**src/rtl/crg_pkg.sv**
```systemverilog
`default_nettype none
// ============================================================================
//  Module      : crg_pkg
//  Description : Shared types and defaults for the PLL reset sequencer.
//                - crg_state_e : sequencer state encoding (2 bits)
//                - default ARESET / LOCK_TIMEOUT / STABLE cycle counts
//                - width of the saturating status counters
//                - max3() helper used to size the internal counter
//  Revision    : 1.0  initial release
// ============================================================================
package crg_pkg;

    typedef enum logic [1:0] {
        S_PLL_RESET = 2'd0,
        S_WAIT_LOCK = 2'd1,
        S_STABLE    = 2'd2,
        S_RUN       = 2'd3
    } crg_state_e;

    localparam int c_ARESET_CYCLES_DEF = 16;
    localparam int c_LOCK_TIMEOUT_DEF  = 50000;
    localparam int c_STABLE_CYCLES_DEF = 1024;

    // Width of RETRY_CNT / LOSS_CNT
    localparam int c_STAT_W = 8;

    function automatic int max3(input int a, input int b, input int c);
        int m;
        m = a;
        if (b > m) m = b;
        if (c > m) m = c;
        return m;
    endfunction

endpackage : crg_pkg
`default_nettype wire

```
**src/rtl/crg_reset_sequencer_if.sv**
```systemverilog
`default_nettype none
// ============================================================================
//  Module      : crg_reset_sequencer_if
//  Description : PLL-side and system-side signals of the reset sequencer.
//                PLL_LOCKED   : PLL lock status (asynchronous to CLK)
//                SW_RESET_REQ : single-cycle request to re-run system reset
//                PLL_ARESET   : PLL reset, active high
//                RESET_OUT_N  : downstream system reset, active low
//                READY        : sequencer is in the run state
//                RETRY_CNT    : saturating count of lock timeouts
//                LOSS_CNT     : saturating count of lock losses while running
//                master modport: the sequencer; slave modport: PLL + system.
//  Revision    : 1.0  initial release
// ============================================================================
interface crg_reset_sequencer_if;
    import crg_pkg::*;

    logic                PLL_LOCKED;
    logic                SW_RESET_REQ;
    logic                PLL_ARESET;
    logic                RESET_OUT_N;
    logic                READY;
    logic [c_STAT_W-1:0] RETRY_CNT;
    logic [c_STAT_W-1:0] LOSS_CNT;

    modport master (
        input  PLL_LOCKED,
        input  SW_RESET_REQ,
        output PLL_ARESET,
        output RESET_OUT_N,
        output READY,
        output RETRY_CNT,
        output LOSS_CNT
    );

    modport slave (
        output PLL_LOCKED,
        output SW_RESET_REQ,
        input  PLL_ARESET,
        input  RESET_OUT_N,
        input  READY,
        input  RETRY_CNT,
        input  LOSS_CNT
    );

endinterface : crg_reset_sequencer_if
`default_nettype wire

```
**src/rtl/crg_sync.sv**
```systemverilog
`default_nettype none
// ============================================================================
//  Module      : crg_sync
//  Description : Two-flop synchronizer, asynchronous active-low reset to 0.
//                clk   : destination clock
//                rst_n : asynchronous reset, active low
//                i_d   : asynchronous input
//                o_q   : synchronized output (2 cycles of latency)
//  Revision    : 1.0  initial release
// ============================================================================
module crg_sync (
    input  wire logic clk,
    input  wire logic rst_n,
    input  wire logic i_d,
    output logic      o_q
);

    logic r_meta;
    logic r_sync;

    always_ff @(posedge clk or negedge rst_n) begin
        if (!rst_n) begin
            r_meta <= 1'b0;
            r_sync <= 1'b0;
        end else begin
            r_meta <= i_d;
            r_sync <= r_meta;
        end
    end

    assign o_q = r_sync;

endmodule : crg_sync
`default_nettype wire

```
**src/rtl/crg_reset_sequencer.sv**
```systemverilog
`default_nettype none
// ============================================================================
//  Module      : crg_reset_sequencer
//  Description : Drives the PLL ARESET input and releases the system reset
//                once PLL lock has been stable for STABLE_CYCLES cycles.
//                Re-resets the PLL on lock timeout or on lock loss in run.
//                Runs from the free-running PLL reference clock.
//                CLK     : reference clock (same net as PLL INCLK)
//                RESET_N : asynchronous reset, active low
//                bus     : PLL / system signals (master modport)
//  Revision    : 1.0  initial release
// ============================================================================
module crg_reset_sequencer
    import crg_pkg::*;
#(
    parameter int ARESET_CYCLES = c_ARESET_CYCLES_DEF,
    parameter int LOCK_TIMEOUT  = c_LOCK_TIMEOUT_DEF,
    parameter int STABLE_CYCLES = c_STABLE_CYCLES_DEF,
    parameter int CNT_W         = $clog2(max3(ARESET_CYCLES, LOCK_TIMEOUT, STABLE_CYCLES)) + 1
) (
    input  wire logic             CLK,
    input  wire logic             RESET_N,
    crg_reset_sequencer_if.master bus
);

    localparam logic [CNT_W-1:0]    c_ARESET_LAST  = CNT_W'(ARESET_CYCLES - 1);
    localparam logic [CNT_W-1:0]    c_TIMEOUT_LAST = CNT_W'(LOCK_TIMEOUT - 1);
    localparam logic [CNT_W-1:0]    c_STABLE_LAST  = CNT_W'(STABLE_CYCLES - 1);
    localparam logic [CNT_W-1:0]    c_CNT_ONE      = CNT_W'(1);
    localparam logic [c_STAT_W-1:0] c_STAT_MAX     = '1;
    localparam logic [c_STAT_W-1:0] c_STAT_ONE     = c_STAT_W'(1);

    logic                w_lock_s;
    crg_state_e          r_state;
    crg_state_e          w_state_next;
    logic [CNT_W-1:0]    r_cnt;
    logic [CNT_W-1:0]    w_cnt_next;
    logic                w_retry_inc;
    logic                w_loss_inc;
    logic                r_pll_areset;
    logic                r_reset_out_n;
    logic                r_ready;
    logic [c_STAT_W-1:0] r_retry_cnt;
    logic [c_STAT_W-1:0] r_loss_cnt;

    crg_sync u_lock_sync (
        .clk   (CLK),
        .rst_n (RESET_N),
        .i_d   (bus.PLL_LOCKED),
        .o_q   (w_lock_s)
    );

    always_comb begin
        w_state_next = r_state;
        w_cnt_next   = r_cnt + c_CNT_ONE;
        w_retry_inc  = 1'b0;
        w_loss_inc   = 1'b0;

        case (r_state)
            S_PLL_RESET: begin
                if (r_cnt == c_ARESET_LAST) begin
                    w_state_next = S_WAIT_LOCK;
                end
            end
            S_WAIT_LOCK: begin
                // Lock has priority over a timeout landing on the same cycle.
                if (w_lock_s) begin
                    w_state_next = S_STABLE;
                end else if (r_cnt == c_TIMEOUT_LAST) begin
                    w_state_next = S_PLL_RESET;
                    w_retry_inc  = 1'b1;
                end
            end
            S_STABLE: begin
                if (!w_lock_s) begin
                    w_state_next = S_WAIT_LOCK;
                end else if (r_cnt == c_STABLE_LAST) begin
                    w_state_next = S_RUN;
                end
            end
            S_RUN: begin
                // No timing in run; hold the counter so it cannot wrap.
                w_cnt_next = r_cnt;
                // Lock loss has priority over a software request.
                if (!w_lock_s) begin
                    w_state_next = S_PLL_RESET;
                    w_loss_inc   = 1'b1;
                end else if (bus.SW_RESET_REQ) begin
                    w_state_next = S_STABLE;
                end
            end
            default: begin
                w_state_next = S_PLL_RESET;
            end
        endcase

        // Every state entry restarts the counter.
        if (w_state_next != r_state) begin
            w_cnt_next = '0;
        end
    end

    // Outputs are decoded from the next state so they switch on the same
    // edge as the state register.
    always_ff @(posedge CLK or negedge RESET_N) begin
        if (!RESET_N) begin
            r_state       <= S_PLL_RESET;
            r_cnt         <= '0;
            r_pll_areset  <= 1'b1;
            r_reset_out_n <= 1'b0;
            r_ready       <= 1'b0;
            r_retry_cnt   <= '0;
            r_loss_cnt    <= '0;
        end else begin
            r_state       <= w_state_next;
            r_cnt         <= w_cnt_next;
            r_pll_areset  <= (w_state_next == S_PLL_RESET);
            r_reset_out_n <= (w_state_next == S_RUN);
            r_ready       <= (w_state_next == S_RUN);
            if (w_retry_inc && (r_retry_cnt != c_STAT_MAX)) begin
                r_retry_cnt <= r_retry_cnt + c_STAT_ONE;
            end
            if (w_loss_inc && (r_loss_cnt != c_STAT_MAX)) begin
                r_loss_cnt <= r_loss_cnt + c_STAT_ONE;
            end
        end
    end

    assign bus.PLL_ARESET  = r_pll_areset;
    assign bus.RESET_OUT_N = r_reset_out_n;
    assign bus.READY       = r_ready;
    assign bus.RETRY_CNT   = r_retry_cnt;
    assign bus.LOSS_CNT    = r_loss_cnt;

endmodule : crg_reset_sequencer
`default_nettype wire

```
**src/flat_wrapper.sv**
```systemverilog
// flat-port wrapper written by rule: the top's interface ports become plain ports
module crg_reset_sequencer_flat import crg_pkg::*;
#(
    parameter int ARESET_CYCLES = c_ARESET_CYCLES_DEF,
    parameter int LOCK_TIMEOUT  = c_LOCK_TIMEOUT_DEF,
    parameter int STABLE_CYCLES = c_STABLE_CYCLES_DEF,
    parameter int CNT_W         = $clog2(max3(ARESET_CYCLES, LOCK_TIMEOUT, STABLE_CYCLES)) + 1
)
  (CLK, RESET_N, bus_PLL_LOCKED, bus_SW_RESET_REQ, bus_PLL_ARESET, bus_RESET_OUT_N, bus_READY, bus_RETRY_CNT, bus_LOSS_CNT);
  crg_reset_sequencer_if bus_i ();
  input  wire logic CLK;
  input  wire logic RESET_N;
  input wire logic [$bits(bus_i.PLL_LOCKED)-1:0] bus_PLL_LOCKED;
  input wire logic [$bits(bus_i.SW_RESET_REQ)-1:0] bus_SW_RESET_REQ;
  output wire logic [$bits(bus_i.PLL_ARESET)-1:0] bus_PLL_ARESET;
  output wire logic [$bits(bus_i.RESET_OUT_N)-1:0] bus_RESET_OUT_N;
  output wire logic [$bits(bus_i.READY)-1:0] bus_READY;
  output wire logic [$bits(bus_i.RETRY_CNT)-1:0] bus_RETRY_CNT;
  output wire logic [$bits(bus_i.LOSS_CNT)-1:0] bus_LOSS_CNT;
  assign bus_i.PLL_LOCKED = bus_PLL_LOCKED;
  assign bus_i.SW_RESET_REQ = bus_SW_RESET_REQ;
  assign bus_PLL_ARESET = bus_i.PLL_ARESET;
  assign bus_RESET_OUT_N = bus_i.RESET_OUT_N;
  assign bus_READY = bus_i.READY;
  assign bus_RETRY_CNT = bus_i.RETRY_CNT;
  assign bus_LOSS_CNT = bus_i.LOSS_CNT;
  crg_reset_sequencer #(.ARESET_CYCLES(ARESET_CYCLES), .LOCK_TIMEOUT(LOCK_TIMEOUT), .STABLE_CYCLES(STABLE_CYCLES), .CNT_W(CNT_W)) u_core (.CLK(CLK), .RESET_N(RESET_N), .bus(bus_i));
endmodule
```
**config.mk**
```make
export PLATFORM = sky130hd
export DESIGN_NAME = crg_reset_sequencer_flat
export DESIGN_NICKNAME = d
export VERILOG_FILES = /design/src/rtl/crg_pkg.sv /design/src/rtl/crg_reset_sequencer_if.sv /design/src/rtl/crg_sync.sv /design/src/rtl/crg_reset_sequencer.sv /design/src/flat_wrapper.sv
export SDC_FILE = /design/constraint.sdc
export NUM_CORES = 1
export LEC_CHECK = 0
export BUFFER_PORTS_ARGS = -buffer_cell sky130_fd_sc_hd__buf_2
export CAP_MARGIN = 20
export CORE_MARGIN = 3
export CORE_UTILIZATION = 51
export DETAILED_ROUTE_END_ITERATION = 8
export PLACE_DENSITY = 0.71
export SYNTH_ARGS = -nofsm -noshare
export SYNTH_HDL_FRONTEND = slang
export SYNTH_SLANG_ARGS = --single-unit
```
**constraint.sdc**
```tcl
create_clock -name CLK -period 5 [get_ports CLK]
set_input_delay 1 -clock CLK [delete_from_list [all_inputs] [get_ports CLK]]
set_output_delay 1 -clock CLK [all_outputs]
set_load 0.005 [all_outputs]
```
==> results.txt, run 1 <==
Post-Layout Cell Count: 270
CP delay by family, top: compound AO/OA/AOI/OAI gates
CP Class: flop to flop
Final setup violation count: 0
Clock Skew: 0.006058 ns
GR Layer Usage met3: 0.03566
Drc violations: 0
Slew Viols, Final: 0
GRT busiest layer: met2
Crit share post-route: 0.4925
Worst-Skew Late Latency: 0.29 ns
Hold buffers post-CTS: 0
Share of post-route cells with drive strength above 1: 0.2072
Fillers: 310
Die W: 68.75 um
Final hold vios: 0
Io pins: 23
Number of vias per cell: 5.878
Most common cell on crit path: nor3_1
Commonest cells after routing, fill and taps aside: dfrtp_1, buf_2, nand2_1, xnor2_1, o21ai_0
Grt total ovfl: 0
Synth warn: 0
Static leakage: 1.088 nW
Post-Route WL: 3948 um
Die footprint: 4727 um2
WHS Path Cells: 0
Global Route met1 Usage: 0.2623
Iter 0 DRT Violations: 156
N_diodes: 0
Cells after Synth: 195
Synth async-reset ratio: 1.000
CTS sink count: 39
Initial core utilization: 0.5404
Drt pass-1 iters: 4
TNS Setup: 0 ns
CP max FO: 9
Clock Tree Root: clkbuf_8
Inserted Clock Buffers: 5
CTS tree: yes
Final core occ: 0.6111
Cells after DPL: 262
RSZ-0062 raised after global routing: no
Hpwl dp: 2933 um
Pwr Total: 0.7976 mW
Crit path launch type: flop
First-pass GRT wire length: 7010 um
Largest stage delay, worst path: 0.59 ns
Clk slew on worst S/H paths: 0.08 ns
Synth unique cells: 45
Final instance area: 2271 um2
Fmax: 406.1 MHz
Slew HR: 0.4435
Final net count: 228
Bufs and invs on worst path: 0
Crit path DAT: 2.64 ns
Yosys reg bits: 39
GRT met2 Usage: 0.3159
Post-DP Area: 2167 um2
Area grow syn2layout: 13.08%
Most common cell after layout, fill and taps aside: dfrtp_1
Initial antenna violation count: 0
Pin count of the biggest net entering global routing: 40
Buffers on Ports: 22
Status: complete, no violations
Hold WC Path Type: flop to flop
Worst Tran Pin Value: 0.8347 ns
Final worst slack: 2.537 ns
CTS resizes: 0
Syn nets: 202
Worst vdd ir: 0.0001804 V
Avg Synthesized Cell Area: 10.30 um2
Pwr dens: 351.2 nW/um2
CP endpoint kind: flop
Final Hold Slack: 0.3761 ns
Vert. Die Dim: 68.75 um
Htree depth: 2
GRT Overall Usage: 0.1987
Vias in the first global route: 1,586
Worst path required time: 5.18 ns
Final Wtd Congestion: 0.9257
Rows: 22
Slowest CP cell: nor3_1
Drt wl/cell: 14.62 um
ANT nets after route: 0
Worst path depth: 7
Core area: 3716 um2
Ys flop type: dfrtp_1
Routed vias: 1,587
Clock buffer depth: 2
Number of enable flip-flop cells after synthesis: 0
Cell count of the worst reg-to-reg path: 7
Post-layout min period: 2.463 ns
Post-Place Setup Slack: 2.606 ns
Post-CTS setup buffers: 0
Cell Area, Synth: 2008 um2
Post-synthesis sequential area ratio: 0.4866
Max cap viols: 0
CP Cell Sequence: ha_1 > nand3_4 > nor3_1 > a311o_2 > a21o_1 > nor3_1 > a211o_1
==> power breakdown <==
| group | switching [mW] | total, mW | internal (mW) |
|---|---|---|---|
| Clock | 0.107 | 0.233 | 0.125 |
| Combinational | 0.101 | 0.178 | 0.0769 |
| Sequential | 0.0381 | 0.387 | 0.349 |
| Total | 0.247 | 0.798 | 0.551 |
==> routing by layer <==
layer | wire [um] | vias to the layer above
met5 | 0 | -
met4 | 57 | 0
met3 | 261 | 7
met2 | 1890 | 58
met1 | 1739 | 770
li1 | - | 752
==> synth_stat cells (3+ instances only) <==
cell	number	share of area
clkbuf_1	3	0.0056
xnor2_1	14	0.061
nand3_1	9	0.022
and3_1	7	0.022
ha_1	3	0.019
a21oi_1	8	0.020
nor3_1	8	0.020
or3_1	5	0.016
a21o_1	4	0.015
nand2_1	18	0.034
dfrtp_1	38	0.47
xor2_1	7	0.031
o21ai_0	10	0.025
nor2_1	9	0.017
inv_1	7	0.013
nand4_1	7	0.022
==> cells by family (layout without fill, tap and decap cells) <==
family / count (synthesis) / after routing / share of synthesized area
AOI/OAI and AO/OA: 38 / 38 / 0.1346
xor gates and xnor gates: 21 / 21 / 0.09159
adders and majority gates: 3 / 3 / 0.01869
buffers and inverters: 11 / 38 / 0.02243
DFF: 39 / 39 / 0.4866
muxes: 4 / 4 / 0.02118
and+or+nand+nor: 79 / 79 / 0.2249
==> area by class of cell <==
| type | instances | area, um2 | share of cell area |
|---|---|---|---|
| Clock buffer | 7 | 96.34 | 0.04242 |
| Multi-Input combinational cell | 145 | 985.9 | 0.4342 |
| Sequential cell | 39 | 977.2 | 0.4303 |
| Tap cell | 48 | 60.06 | 0.02645 |
| Timing Repair Buffer | 23 | 117.6 | 0.05179 |
| Inverter | 7 | 26.28 | 0.01157 |
| Clock inverter | 1 | 7.507 | 0.003306 |
==> final timing paths <==
| kind | slack [ns] | endpoint | start |
|---|---|---|---|
| min in group asynchronous | 0.79 | u_core.r_cnt[15] | RESET_N |
| worst min register to register | 0.38 | u_core.u_lock_sync.o_q | u_core.u_lock_sync.r_meta |
| max in group asynchronous | 3.67 | u_core.bus.LOSS_CNT[2] | RESET_N |
| worst max-delay path | 2.54 | u_core.r_cnt[14] | u_core.r_cnt[0] |
| worst min-delay path | 0.38 | u_core.u_lock_sync.o_q | u_core.u_lock_sync.r_meta |
| worst max register to register | 2.54 | u_core.r_cnt[14] | u_core.r_cnt[0] |
==> state kept, by name, summed over array words and instances, names as in the netlist <==
signal / flops
u_core.bus.LOSS_CNT: 8
u_core.bus.PLL_ARESET: 1
u_core.bus.RESET_OUT_N: 1
u_core.bus.RETRY_CNT: 8
u_core.r_cnt: 17
u_core.r_state: 2
u_core.u_lock_sync.o_q: 1
u_core.u_lock_sync.r_meta: 1
No activity file was read; power rests on OpenSTA's default activity.
==> run 2, diff against run 1 <==
Settings changed: PLACE_DENSITY 0.71 to 0.74.
Clock period 5 ns to 2.1 ns, I/O delays scaled along.
==> run 2 against run 1 <==
The flow now finishes with violations (setup timing). Non-clock buffer count up 22. Hold slack worse by 0.22 ns. Clock skew up 0.0019 ns. Sequential cell count unchanged. Sequential power up 140%. Maximum frequency up 15%. Core utilization up 6.0 points. Global-route usage up 0.95 points. First-iteration DRC count up 25%. Clock power up 120%. Largest cell class unchanged. Largest power group unchanged.
==> results.txt, run 2 (synthesized netlist as in run 1, its figures left out) <==
Drc violations: 0
Post-Route WL: 4689 um
Number of vias per cell: 5.887
Die W: 68.75 um
Drt wl/cell: 16.00 um
Grt total ovfl: 0
Hpwl dp: 3129 um
Clk slew on worst S/H paths: 0.08 ns
Fillers: 296
First-pass GRT wire length: 7176 um
Commonest cells after routing, fill and taps aside: dfrtp_1, buf_2, buf_4, nand2_1, xnor2_1
Clock Tree Root: clkbuf_8
Clock Skew: 0.007926 ns
Hold buffers post-CTS: 0
Initial antenna violation count: 0
Final hold vios: 0
Vert. Die Dim: 68.75 um
Failing checks: setup timing
Largest stage delay, worst path: 0.55 ns
Vias in the first global route: 1,515
Worst-Skew Late Latency: 0.29 ns
Rows: 22
Routed vias: 1,725
Final worst slack: -0.03300 ns
CP Cell Sequence: or4_4 > nor4_4 > nand3_2 > buf_6 > nor2_4 > mux2_2
Cell count of the worst reg-to-reg path: 6
Clock buffer depth: 2
N_diodes: 0
Slew Viols, Final: 0
Max cap viols: 0
Crit share post-route: 1.016
CP delay by family, top: simple AND/OR/NAND/NOR gates
Iter 0 DRT Violations: 195
Area grow syn2layout: 24.11%
Share of post-route cells with drive strength above 1: 0.3061
Drt pass-1 iters: 4
Final net count: 251
CP max FO: 6
ANT nets after route: 0
Hold WC Path Type: primary input to asynchronous set/reset pin
Htree depth: 2
Slowest CP cell: or4_4
Pwr Total: 2.035 mW
Crit path launch type: flop
Storage element area: 977.2 um2
CTS sink count: 39
Slew HR: 0.6668
CTS tree: yes
Most common cell after layout, fill and taps aside: dfrtp_1
Post-layout min period: 2.133 ns
Worst path required time: 2.28 ns
Static leakage: 1.206 nW
Worst Tran Pin Value: 0.4953 ns
Final Wtd Congestion: 0.8463
Core area: 3716 um2
Largest register by flop count: u_core.r_cnt
CP Class: flop to flop
Status: complete, but fails checks
Die footprint: 4727 um2
Worst path depth: 6
Final core occ: 0.6707
Pin count of the biggest net entering global routing: 40
Reg2reg start: u_core.r_cnt[11]
Max FFs per register: 17
Area of the multi-input gates: 1037 um2
Final setup violation count: 4
RSZ-0062 raised after global routing: yes
Crit path DAT: 2.31 ns
CP endpoint kind: flop
Bufs and invs on worst path: 1
Pwr dens: 816.4 nW/um2
Fmax: 468.8 MHz
Buffers on Ports: 22
Worst vdd ir: 0.0004431 V
Inserted Clock Buffers: 5
Io pins: 23
Initial core utilization: 0.5404
GRT Overall Usage: 0.2082
CP startpoint: u_core.r_cnt[11]
run 2: cell types whose count changed in the layout (fill, tap and decap cells not counted), sizes merged:
cell	change
clkbuf	-2
clkinv	+2
a21o	+1
buf	+22
run 2: where the power goes:
group	leakage [nW]	total (mW)	internal (mW)	switching, mW
logic	0.633	0.600	0.293	0.307
registers	0.529	0.919	0.830	0.0890
clock network	0.0443	0.515	0.237	0.278
run 2: cell type report:
cell class / count / share of cell area
Inverter: 7 / 0.01054
Sequential cell: 39 / 0.3921
Clock buffer: 5 / 0.02761
Clock inverter: 3 / 0.01004
Tap cell: 48 / 0.02410
Multi-Input combinational cell: 146 / 0.4162
Timing Repair Buffer: 45 / 0.1195
run 2: metal layers:
| layer | share of wire | GRT usage |
|---|---|---|
| met1 | 0.44 | 0.2873 |
| met2 | 0.48 | 0.3123 |
| met3 | 0.069 | 0.05024 |
| met4 | 0.012 | 0.08759 |
| met5 | 0 | 0 |
run 2: through the flow:
step	setup slack, ns	cell area (um2)	cells	TNS (ns)	hold slack, ns
4_1_cts	-0.01919	2396	287	-0.01919	0.1825
5_1_grt	-0.1016	2492	293	-0.7616	0.1904
6_report	-0.03300	2492	293	-0.05762	0.1590
2_1_floorplan	0.02148	2008	195	0	0.1244
3_5_place_dp	-0.02500	2295	279	-0.02500	0.3466
3_3_place_gp	0.004727	2295	279	0	0.3450
run 2: path summary, 6_finish.rpt:
path	to	slack, ns
max in group asynchronous	u_core.bus.PLL_ARESET	1.58
worst min-delay path	u_core.r_cnt[3]	0.16
worst max register to register	u_core.bus.RETRY_CNT[1]	-0.03
worst max-delay path	u_core.bus.RETRY_CNT[1]	-0.03
worst min register to register	u_core.u_lock_sync.o_q	0.36
min in group CLK	u_core.u_lock_sync.r_meta	0.23
run 2: worst register-to-register path, delay by kind of cell (launching register included):
kind	cells	cell delay, ns
AND/OR/NAND/NOR	4	1.11
flip-flops	1	0.38
multiplexers	1	0.36
buffers and inverters	1	0.16
run 2: what timing repair did:
action	in CTS	in global routing
resized for setup	1	14
cloned	0	1
buffers inserted	0	5
setup endpoints to repair	3	17
pin swaps	1	11
